[config.mk]
export PLATFORM = sky130hd
export DESIGN_NAME = lcd_ctrl_flat
export DESIGN_NICKNAME = d
export VERILOG_FILES = /design/src/rtl/lcd_ctrl_if.sv /design/src/rtl/lcd_ctrl.sv /design/src/flat_wrapper.sv
export SDC_FILE = /design/constraint.sdc
export NUM_CORES = 1
export LEC_CHECK = 0
export ABC_AREA = 1
export CAP_MARGIN = 5
export CORE_MARGIN = 1
export CORE_UTILIZATION = 45
export CTS_CLUSTER_DIAMETER = 50
export CTS_CLUSTER_SIZE = 14
export DETAILED_ROUTE_END_ITERATION = 8
export GPL_ROUTABILITY_DRIVEN = 0
export PLACE_DENSITY = 0.64
export SLEW_MARGIN = 20
export SYNTH_ARGS = -nofsm -noshare
export SYNTH_HDL_FRONTEND = slang
export SYNTH_SLANG_ARGS = --single-unit
[constraint.sdc]
create_clock -name i_clk -period 2.5 [get_ports i_clk]
set_clock_uncertainty 0.1 [all_clocks]
set_input_delay 0.375 -clock i_clk [delete_from_list [all_inputs] [get_ports i_clk]]
set_output_delay 0.375 -clock i_clk [all_outputs]
set_load 0.02 [all_outputs]
[src/rtl/lcd_ctrl_if.sv]
// CPU-side register word in, HD44780 bus and status flags out.
// The controller takes the slave view; the CPU or a bench takes the master view.
interface lcd_ctrl_if;
   logic [31:0] i_lcd_word;
   logic [7:0]  o_lcd_data;
   logic        o_lcd_rs;
   logic        o_lcd_rw;
   logic        o_lcd_en;
   logic        o_lcd_on;
   logic        o_busy;
   logic        o_ovf;

   modport slave (
      input  i_lcd_word,
      output o_lcd_data, o_lcd_rs, o_lcd_rw, o_lcd_en, o_lcd_on, o_busy, o_ovf
   );

   modport master (
      output i_lcd_word,
      input  o_lcd_data, o_lcd_rs, o_lcd_rw, o_lcd_en, o_lcd_on, o_busy, o_ovf
   );
endinterface

[src/rtl/lcd_ctrl.sv]
// HD44780 write-only controller: power-up delay, fixed init sequence, then
// toggle-requested commands from a 4-deep FIFO, all timed by one down-counter.
module lcd_ctrl #(
   parameter int unsigned T_SETUP_CYC = 2,
   parameter int unsigned T_EN_CYC    = 12,
   parameter int unsigned T_HOLD_CYC  = 2,
   parameter int unsigned T_SHORT_CYC = 2000,
   parameter int unsigned T_LONG_CYC  = 80000,
   parameter int unsigned T_PWRUP_CYC = 750000
) (
   input  logic        i_clk,
   input  logic        rst,
   lcd_ctrl_if.slave   bus
);

   function automatic int unsigned max2(input int unsigned a, input int unsigned b);
      return (a > b) ? a : b;
   endfunction

   localparam int unsigned T_MAX = max2(max2(max2(T_SETUP_CYC, T_EN_CYC), max2(T_HOLD_CYC, T_SHORT_CYC)),
                                        max2(T_LONG_CYC, T_PWRUP_CYC));
   localparam int CW = (T_MAX < 2) ? 1 : $clog2(T_MAX + 1);

   localparam logic [CW-1:0] C_SETUP = CW'(T_SETUP_CYC);
   localparam logic [CW-1:0] C_EN    = CW'(T_EN_CYC);
   localparam logic [CW-1:0] C_HOLD  = CW'(T_HOLD_CYC);
   localparam logic [CW-1:0] C_SHORT = CW'(T_SHORT_CYC);
   localparam logic [CW-1:0] C_LONG  = CW'(T_LONG_CYC);
   localparam logic [CW-1:0] C_PWRUP = CW'(T_PWRUP_CYC);

   localparam logic [2:0] S_PWRUP = 3'd0;
   localparam logic [2:0] S_INIT  = 3'd1;
   localparam logic [2:0] S_IDLE  = 3'd2;
   localparam logic [2:0] S_SETUP = 3'd3;
   localparam logic [2:0] S_EN_HI = 3'd4;
   localparam logic [2:0] S_HOLD  = 3'd5;
   localparam logic [2:0] S_WAIT  = 3'd6;

   typedef struct packed {
      logic       rs;
      logic [7:0] dat;
   } cmd_t;

   function automatic logic [7:0] init_byte(input logic [1:0] idx);
      case (idx)
         2'd0:    return 8'h38;
         2'd1:    return 8'h0C;
         2'd2:    return 8'h01;
         default: return 8'h06;
      endcase
   endfunction

   logic [2:0]    state;
   logic [CW-1:0] cnt;
   logic          done;
   logic          en_q, rs_q, on_q, ovf_q;
   logic [7:0]    data_q;
   logic [1:0]    init_idx;
   logic          init_done;
   logic          long_cmd;

   logic          tog_q, req;
   cmd_t          cmd_in, cmd_head;
   cmd_t          fifo_mem [4];
   logic [1:0]    wr_ptr, rd_ptr;
   logic [2:0]    fifo_cnt;
   logic          fifo_empty, fifo_full, push, pop, drop;

   logic          unused_bits;
   assign unused_bits = ^{bus.i_lcd_word[30:11], bus.i_lcd_word[8]};

   // A count of N means N cycles in the state: leave on the cycle that sees 1.
   assign done = (cnt <= CW'(1));

   assign req      = bus.i_lcd_word[10] ^ tog_q;
   assign cmd_in   = '{rs: bus.i_lcd_word[9], dat: bus.i_lcd_word[7:0]};
   assign cmd_head = fifo_mem[rd_ptr];

   assign fifo_empty = (fifo_cnt == 3'd0);
   assign fifo_full  = (fifo_cnt == 3'd4);
   assign pop        = (state == S_IDLE) && !fifo_empty;
   // A pop frees a slot in the same cycle, so a full FIFO still accepts then.
   assign push       = req && (!fifo_full || pop);
   assign drop       = req && fifo_full && !pop;

   assign long_cmd = !rs_q && (data_q == 8'h01 || data_q == 8'h02 || data_q == 8'h03);

   // Tracking the toggle bit in reset too means a level held across release is not a request.
   always_ff @(posedge i_clk) begin
      tog_q <= bus.i_lcd_word[10];
      if (!rst) on_q <= 1'b0;
      else      on_q <= bus.i_lcd_word[31];
   end

   always_ff @(posedge i_clk) begin
      if (!rst) begin
         wr_ptr   <= 2'd0;
         rd_ptr   <= 2'd0;
         fifo_cnt <= 3'd0;
         ovf_q    <= 1'b0;
      end else begin
         if (push) begin
            fifo_mem[wr_ptr] <= cmd_in;
            wr_ptr           <= wr_ptr + 2'd1;
         end
         if (pop) rd_ptr <= rd_ptr + 2'd1;
         case ({push, pop})
            2'b10:   fifo_cnt <= fifo_cnt + 3'd1;
            2'b01:   fifo_cnt <= fifo_cnt - 3'd1;
            default: fifo_cnt <= fifo_cnt;
         endcase
         if (drop) ovf_q <= 1'b1;
      end
   end

   always_ff @(posedge i_clk) begin
      if (!rst) begin
         state     <= S_PWRUP;
         cnt       <= C_PWRUP;
         en_q      <= 1'b0;
         data_q    <= 8'h00;
         rs_q      <= 1'b0;
         init_idx  <= 2'd0;
         init_done <= 1'b0;
      end else begin
         if (!done) cnt <= cnt - CW'(1);
         case (state)
            S_PWRUP: if (done) state <= S_INIT;
            S_INIT: begin
               data_q <= init_byte(init_idx);
               rs_q   <= 1'b0;
               cnt    <= C_SETUP;
               state  <= S_SETUP;
            end
            S_IDLE: if (pop) begin
               data_q <= cmd_head.dat;
               rs_q   <= cmd_head.rs;
               cnt    <= C_SETUP;
               state  <= S_SETUP;
            end
            S_SETUP: if (done) begin
               en_q  <= 1'b1;
               cnt   <= C_EN;
               state <= S_EN_HI;
            end
            S_EN_HI: if (done) begin
               en_q  <= 1'b0;
               cnt   <= C_HOLD;
               state <= S_HOLD;
            end
            S_HOLD: if (done) begin
               cnt   <= long_cmd ? C_LONG : C_SHORT;
               state <= S_WAIT;
            end
            S_WAIT: if (done) begin
               if (init_done) begin
                  state <= S_IDLE;
               end else if (init_idx == 2'd3) begin
                  init_done <= 1'b1;
                  state     <= S_IDLE;
               end else begin
                  init_idx <= init_idx + 2'd1;
                  state    <= S_INIT;
               end
            end
            default: state <= S_PWRUP;
         endcase
      end
   end

   assign bus.o_lcd_data = data_q;
   assign bus.o_lcd_rs   = rs_q;
   assign bus.o_lcd_rw   = 1'b0;
   assign bus.o_lcd_en   = en_q;
   assign bus.o_lcd_on   = on_q;
   assign bus.o_ovf      = ovf_q;
   assign bus.o_busy     = (state != S_IDLE) || !fifo_empty;

endmodule

[src/flat_wrapper.sv]
// flat-port wrapper written by rule: the top's interface ports become plain ports
module lcd_ctrl_flat 
#(
   parameter int unsigned T_SETUP_CYC = 2,
   parameter int unsigned T_EN_CYC    = 12,
   parameter int unsigned T_HOLD_CYC  = 2,
   parameter int unsigned T_SHORT_CYC = 2000,
   parameter int unsigned T_LONG_CYC  = 80000,
   parameter int unsigned T_PWRUP_CYC = 750000
)
  (i_clk, rst, bus_i_lcd_word, bus_o_lcd_data, bus_o_lcd_rs, bus_o_lcd_rw, bus_o_lcd_en, bus_o_lcd_on, bus_o_busy, bus_o_ovf);
  lcd_ctrl_if bus_i ();
  input  logic i_clk;
  input  logic rst;
  input wire logic [$bits(bus_i.i_lcd_word)-1:0] bus_i_lcd_word;
  output wire logic [$bits(bus_i.o_lcd_data)-1:0] bus_o_lcd_data;
  output wire logic [$bits(bus_i.o_lcd_rs)-1:0] bus_o_lcd_rs;
  output wire logic [$bits(bus_i.o_lcd_rw)-1:0] bus_o_lcd_rw;
  output wire logic [$bits(bus_i.o_lcd_en)-1:0] bus_o_lcd_en;
  output wire logic [$bits(bus_i.o_lcd_on)-1:0] bus_o_lcd_on;
  output wire logic [$bits(bus_i.o_busy)-1:0] bus_o_busy;
  output wire logic [$bits(bus_i.o_ovf)-1:0] bus_o_ovf;
  assign bus_i.i_lcd_word = bus_i_lcd_word;
  assign bus_o_lcd_data = bus_i.o_lcd_data;
  assign bus_o_lcd_rs = bus_i.o_lcd_rs;
  assign bus_o_lcd_rw = bus_i.o_lcd_rw;
  assign bus_o_lcd_en = bus_i.o_lcd_en;
  assign bus_o_lcd_on = bus_i.o_lcd_on;
  assign bus_o_busy = bus_i.o_busy;
  assign bus_o_ovf = bus_i.o_ovf;
  lcd_ctrl #(.T_SETUP_CYC(T_SETUP_CYC), .T_EN_CYC(T_EN_CYC), .T_HOLD_CYC(T_HOLD_CYC), .T_SHORT_CYC(T_SHORT_CYC), .T_LONG_CYC(T_LONG_CYC), .T_PWRUP_CYC(T_PWRUP_CYC)) u_core (.i_clk(i_clk), .rst(rst), .bus(bus_i));
endmodule
Word-level counts from Yosys, hierarchy flattened --
Memory sizes are Yosys's and may differ from the RTL's. A register that Yosys moved wholly into a read port is not among the register bits. Cells that the tools add are included. W data, S select, Z words.
Storage, ports and cells: ROM bits 0, word-level logic and storage cells 102, flip-flop bits (word level) 46, input bits 34, RAM bits 36, memories kept 1, latch bits 0, output and inout port bits 14
Memory list:
- u_core.fifo_mem | words 4, bits a word 9, rd ports 1, clocked after memory_dff 1, wr ports 1, RTL line lcd_ctrl.sv:64 | cmd_t fifo_mem [4];
Operators by class: equality and inequality tests 22, reduce and logical (&&, ||, !) cells 24, divide/modulo/power cells 0, bitwise logic cells 3, order comparisons 1, $add $sub $neg 6, multipliers 0, shift-type cells 0, muxes and demuxes 32
Operators with widths (count):
- $mux W20 | 5
- $pmux W20 S5 | 1
- $mux W3 | 7
- $pmux W3 S7 | 1
- $le A20 B1 Y1 const B | 1
- $sub A20 B1 Y20 const B | 1
- $pmux W6 S3 | 1
- $mux W17 | 1
- $eq A8 B2 Y1 const B | 2
- $pmux W8 S2 | 1
- $eq A3 B3 Y1 const B | 4
- $ne A2 B1 Y1 const B | 6
- $eq A8 B1 Y1 const B | 1
- $mux W1 | 8
- $mux W8 | 1
- $add A2 B1 Y2 const B | 3
- $eq A2 B2 Y1 const B | 3
- $eq A3 B2 Y1 const B | 2
- $logic_not A3 Y1 | 2
- $mux W2 | 3
- $pmux W3 S2 | 1
- $reduce_and A6 Y1 | 1
- $reduce_bool A2 Y1 | 3
- $logic_and A1 B1 Y1 | 5
- other kinds (14) | 24

Longest topological paths before layout --
depth in word-level cells 8, gate-level depth with buffers 12, gate-level depth less buffers 12

Least setup slack after synthesis --
OpenSTA, ideal clock, no wires.
path type register to register, start point register u_core.state[2], end point register u_core.fifo_cnt[2], cell stages (with the launch flop) 11, arrival 1.805 ns, path slack 0.478 ns, required time 2.283 ns, cell sequence dfxtp_1 -> inv_4 -> nand3_4 -> buf_8 -> nand2_4 -> nand2_4 -> nand2_4 -> fa_1 -> nand3b_1 -> a31oi_1 -> nor2_1
Between the ends: word-level cells in the longest chain between the ends 6, elaborated cells on any way between the ends 8
RTL lines:
- from (decl) | RTL line lcd_ctrl.sv:53 | logic [2:0] state;
- from (signal assigned) | RTL line lcd_ctrl.sv:118 | state <= S_PWRUP;
- from (signal assigned) | RTL line lcd_ctrl.sv:128 | S_PWRUP: if (done) state <= S_INIT;
- from (signal assigned) | RTL line lcd_ctrl.sv:133 | state <= S_SETUP;
- $eq A3 B2 Y1 (*) | RTL line lcd_ctrl.sv:81 | assign pop = (state == S_IDLE) && !fifo_empty;
- $logic_and A1 B1 Y1 (*) | RTL line lcd_ctrl.sv:81
- $logic_or A1 B1 Y1 | RTL line lcd_ctrl.sv:83 | assign push = req && (!fifo_full || pop);
- $logic_and A1 B1 Y1 | RTL line lcd_ctrl.sv:83
- $eq A2 B1 Y1 or $eq A2 B2 Y1 (tied branches) | RTL line lcd_ctrl.sv:107 | case ({push, pop})
- $pmux W3 S2 or $reduce_bool A2 Y1 (tied branches)
- to (signal assigned) | RTL line lcd_ctrl.sv:108 | 2'b10: fifo_cnt <= fifo_cnt + 3'd1;
- to (signal assigned) | RTL line lcd_ctrl.sv:109 | 2'b01: fifo_cnt <= fifo_cnt - 3'd1;
- to (signal assigned) | RTL line lcd_ctrl.sv:110 | default: fifo_cnt <= fifo_cnt;
- to (decl) | RTL line lcd_ctrl.sv:66 | logic [2:0] fifo_cnt;
Mark *: on every way between the ends. The rest lies on a longest branch, timed or not. A chain may end at the register's enable or synchronous reset.

Final worst setup path --
start point register u_core.state[0], end point output bus_o_busy
Between the ends: word-level cells in the longest chain between the ends 2
RTL lines:
- $ne A3 B2 Y1 | RTL line lcd_ctrl.sv:177 | assign bus.o_busy = (state != S_IDLE) || !fifo_empty;
- $logic_or A1 B1 Y1 | RTL line lcd_ctrl.sv:177
- to (decl) | RTL line flat_wrapper.sv:21 | output wire logic [$bits(bus_i.o_busy)-1:0] bus_o_busy;
No other way between the ends.

==> flow_metrics.tcl <==
set metrics [dict create \
    ys.warnings.count 0 \
    outcome "completed" \
    drc_errors 0 \
    syn-instance-count 530 \
    seq_area_frac_synth_pct 46.25 \
    antenna_found_initial 0 \
    fmax_ghz 0.4198 \
    grt_overflow 0 \
    ys_ff_latch 84 \
    ios 48 \
    cts_max_path_buffers 2 \
    crit_fanout 12 \
    hold_viol 0 \
    synth_top_area_share_pct 24.48 \
    worstPathRequired_ns 2.03 \
    io_buffers 25 \
    dieArea_mm2 0.01021 \
    drtIter0Drc 175 \
    rsz0062_at_grt "false" \
    grt_pass1_vias 3563 \
    synth_top_flop_cell "dfxtp_1" \
    cts-root-buf "clkbuf_8" \
    maxCapViolCount 0 \
    drive_gt1_share_pct 13.91 \
    hold_buffers 0 \
    synth_nets 577 \
    h-tree-depth 3 \
    powerDensity_mw_per_mm2 644.0 \
    relSlewSlack_pct 65.60 \
    clk_latency_ns 0.36 \
    die_h_um 101.1 \
    synth_cell_types 43 \
    tightest_slew_ns 0.5154 \
    row_count 35 \
    fin_crit_sh_pct 95.28 \
    hpwl_um 7308 \
    drv_slew 0 \
    synth_area_leader_cell "edfxtp_1" \
    nets 610 \
    cts_sinks 84 \
    critPathKind "reg -> out" \
    tns_ns 0 \
    clk_pin_slew_ns 0.09 \
    synth_most_common_cell "nand2_1" \
    dr.pass1.iters 4 \
    start_kind "register" \
    cts_tree "done" \
    grt_max_degree 22 \
    min_path_type "reg -> reg" \
    num_antenna_cells 0 \
    vias 3575 \
    core_mm2 0.009371 \
    grt_pass1_wl_um 16530 \
    routed_wl_um 9685 \
    total_leakage_power_nw 1.980 \
    floorplan.initialDensity_pct 47.12 \
    die_w_um 101.1 \
    finalSetupViolations 0 \
    period_minus_slack_ns 2.382 \
    cp_data_arrival_time_ns 1.91 \
    syn_area_per_cell_um2 8.331 \
    grt_usage_pct 20.91 \
    synth_edf_count 36 \
    end_kind "output port" \
    postRouteAntennaNets 0 \
    async_reset_ff_share_pct 0 \
    synthToLayoutAreaGrowth_pct 13.69 \
    synth_commonest_cells "nand2_1 (98), nor2_1 (78), dfxtp_1 (48), inv_1 (48)" \
    wl_per_cell_um 13.90 \
    final_cells 697 \
    ir_drop_mv 0.2949 \
    syn_area_mm2 0.004415 \
    dp_cells 681 \
    yosys-top-cells-area "edfxtp_1 (24%), dfxtp_1 (22%), nand2_1 (8.3%)" \
    vias_per_cell 5.129 \
    numCtsBuffers 9 \
]
==> through the flow <==
stage | hold WS [ns] | setup slack (ns) | utilization (%) | cell area [µm²] | total power [W]
6_report | 0.3622 | 0.1180 | 53.56 | 5020 | 0.003233
5_1_grt | 0.3957 | 0.009650 | 53.56 | 5020 | 0.003414
4_1_cts | 0.3663 | 0.004924 | 53.48 | 5012 | 0.003261
3_5_place_dp | 0.3512 | 0.1985 | 51.39 | 4816 | 0.002299
3_3_place_gp | 0.3486 | 0.2452 | 51.39 | 4816 | 0.002284
2_1_floorplan | 0.3027 | 0.4781 | - | 4415 | 0.002085
==> cell type report <==
| type | instances | area [µm²] |
|---|---|---|
| flip-flops and latches | 84 | 2044 |
| repair buffers | 33 | 310.3 |
| fillers | 905 | 4352 |
| inverters | 56 | 215.2 |
| clock buffers | 9 | 123.9 |
| clock inverters | 7 | 70.07 |
| multi-input cells | 379 | 2095 |
| well taps | 129 | 161.4 |
==> registers in the layout, indices dropped and copies added, names as in the netlist, named ones only <==
register / cells
u_core.bus.o_lcd_data: 8
u_core.bus.o_lcd_en: 1
u_core.bus.o_lcd_on: 1
u_core.bus.o_lcd_rs: 1
u_core.bus.o_ovf: 1
u_core.cnt: 20
u_core.fifo_cnt: 3
u_core.fifo_mem: 36
u_core.init_done: 1
u_core.init_idx: 2
u_core.rd_ptr: 2
u_core.state: 3
u_core.tog_q: 1
u_core.wr_ptr: 2
==> critical path, stage by stage (launching register included) <==
cell,delay (ns)
dfxtp_1,0.43
inv_1,0.12
nand3_4,0.20
nor2_4,0.08
inv_1,0.12
clkdlybuf4s50_1,0.62
==> power by group <==
part | internal [W] | switching (W)
registers | 0.00153 | 0.0000922
logic | 0.000258 | 0.000386
clock network | 0.000396 | 0.000568
==> logic make-up after synthesis <==
logic type | after synthesis | share of synthesized area [%]
AND/OR/NAND/NOR | 260 | 29.58
AO/OA/AOI/OAI | 95 | 11.76
flip-flops | 84 | 46.25
buffers and inverters | 67 | 6.489
adder cells (fa/ha/maj) | 13 | 3.854
XOR/XNOR | 10 | 1.984
other | 1 | 0.08493
==> repair_timing <==
action	4_1_cts	5_1_grt
setup endpoints to repair	1	1
setup buffers	0	0
resized for setup	1	3
==> layer usage <==
metal | share of wire [%] | global-route usage (%) | routed length (µm) | up-vias
li1 | - | - | - | 1819
met1 | 46 | 26.92 | 4432 | 1687
met3 | 3.2 | 2.982 | 311 | 11
met2 | 50 | 36.21 | 4821 | 58
met4 | 1.2 | 6.466 | 121 | 0
met5 | 0 | 0 | 0 | -
==> worst paths after layout <==
kind | startpoint | to | slack (ns) | depth (start not counted)
worst max-delay path | u_core.state[0] | bus_o_busy | 0.12 | 5
worst min-delay path | u_core.rd_ptr[1] | register | 0.36 | 2
worst max register to register | u_core.fifo_cnt[2] | u_core.fifo_cnt[2] | 0.35 | 9
worst min register to register | u_core.rd_ptr[1] | register | 0.36 | 2
==> cell usage in the layout (no fill, tap or decap), types with 10 or more instances in the layout <==
cell	netlist	routed
a21oi_1	33	33
clkdlybuf4s50_1	0	25
dfxtp_1	48	46
edfxtp_1	36	36
ha_1	12	12
inv_1	48	48
nand2_1	98	98
nand2_2	10	10
nand3_1	27	27
nor2_1	78	77
o21ai_0	36	36
o22ai_1	10	10
Power figures use the tool's default switching activity.
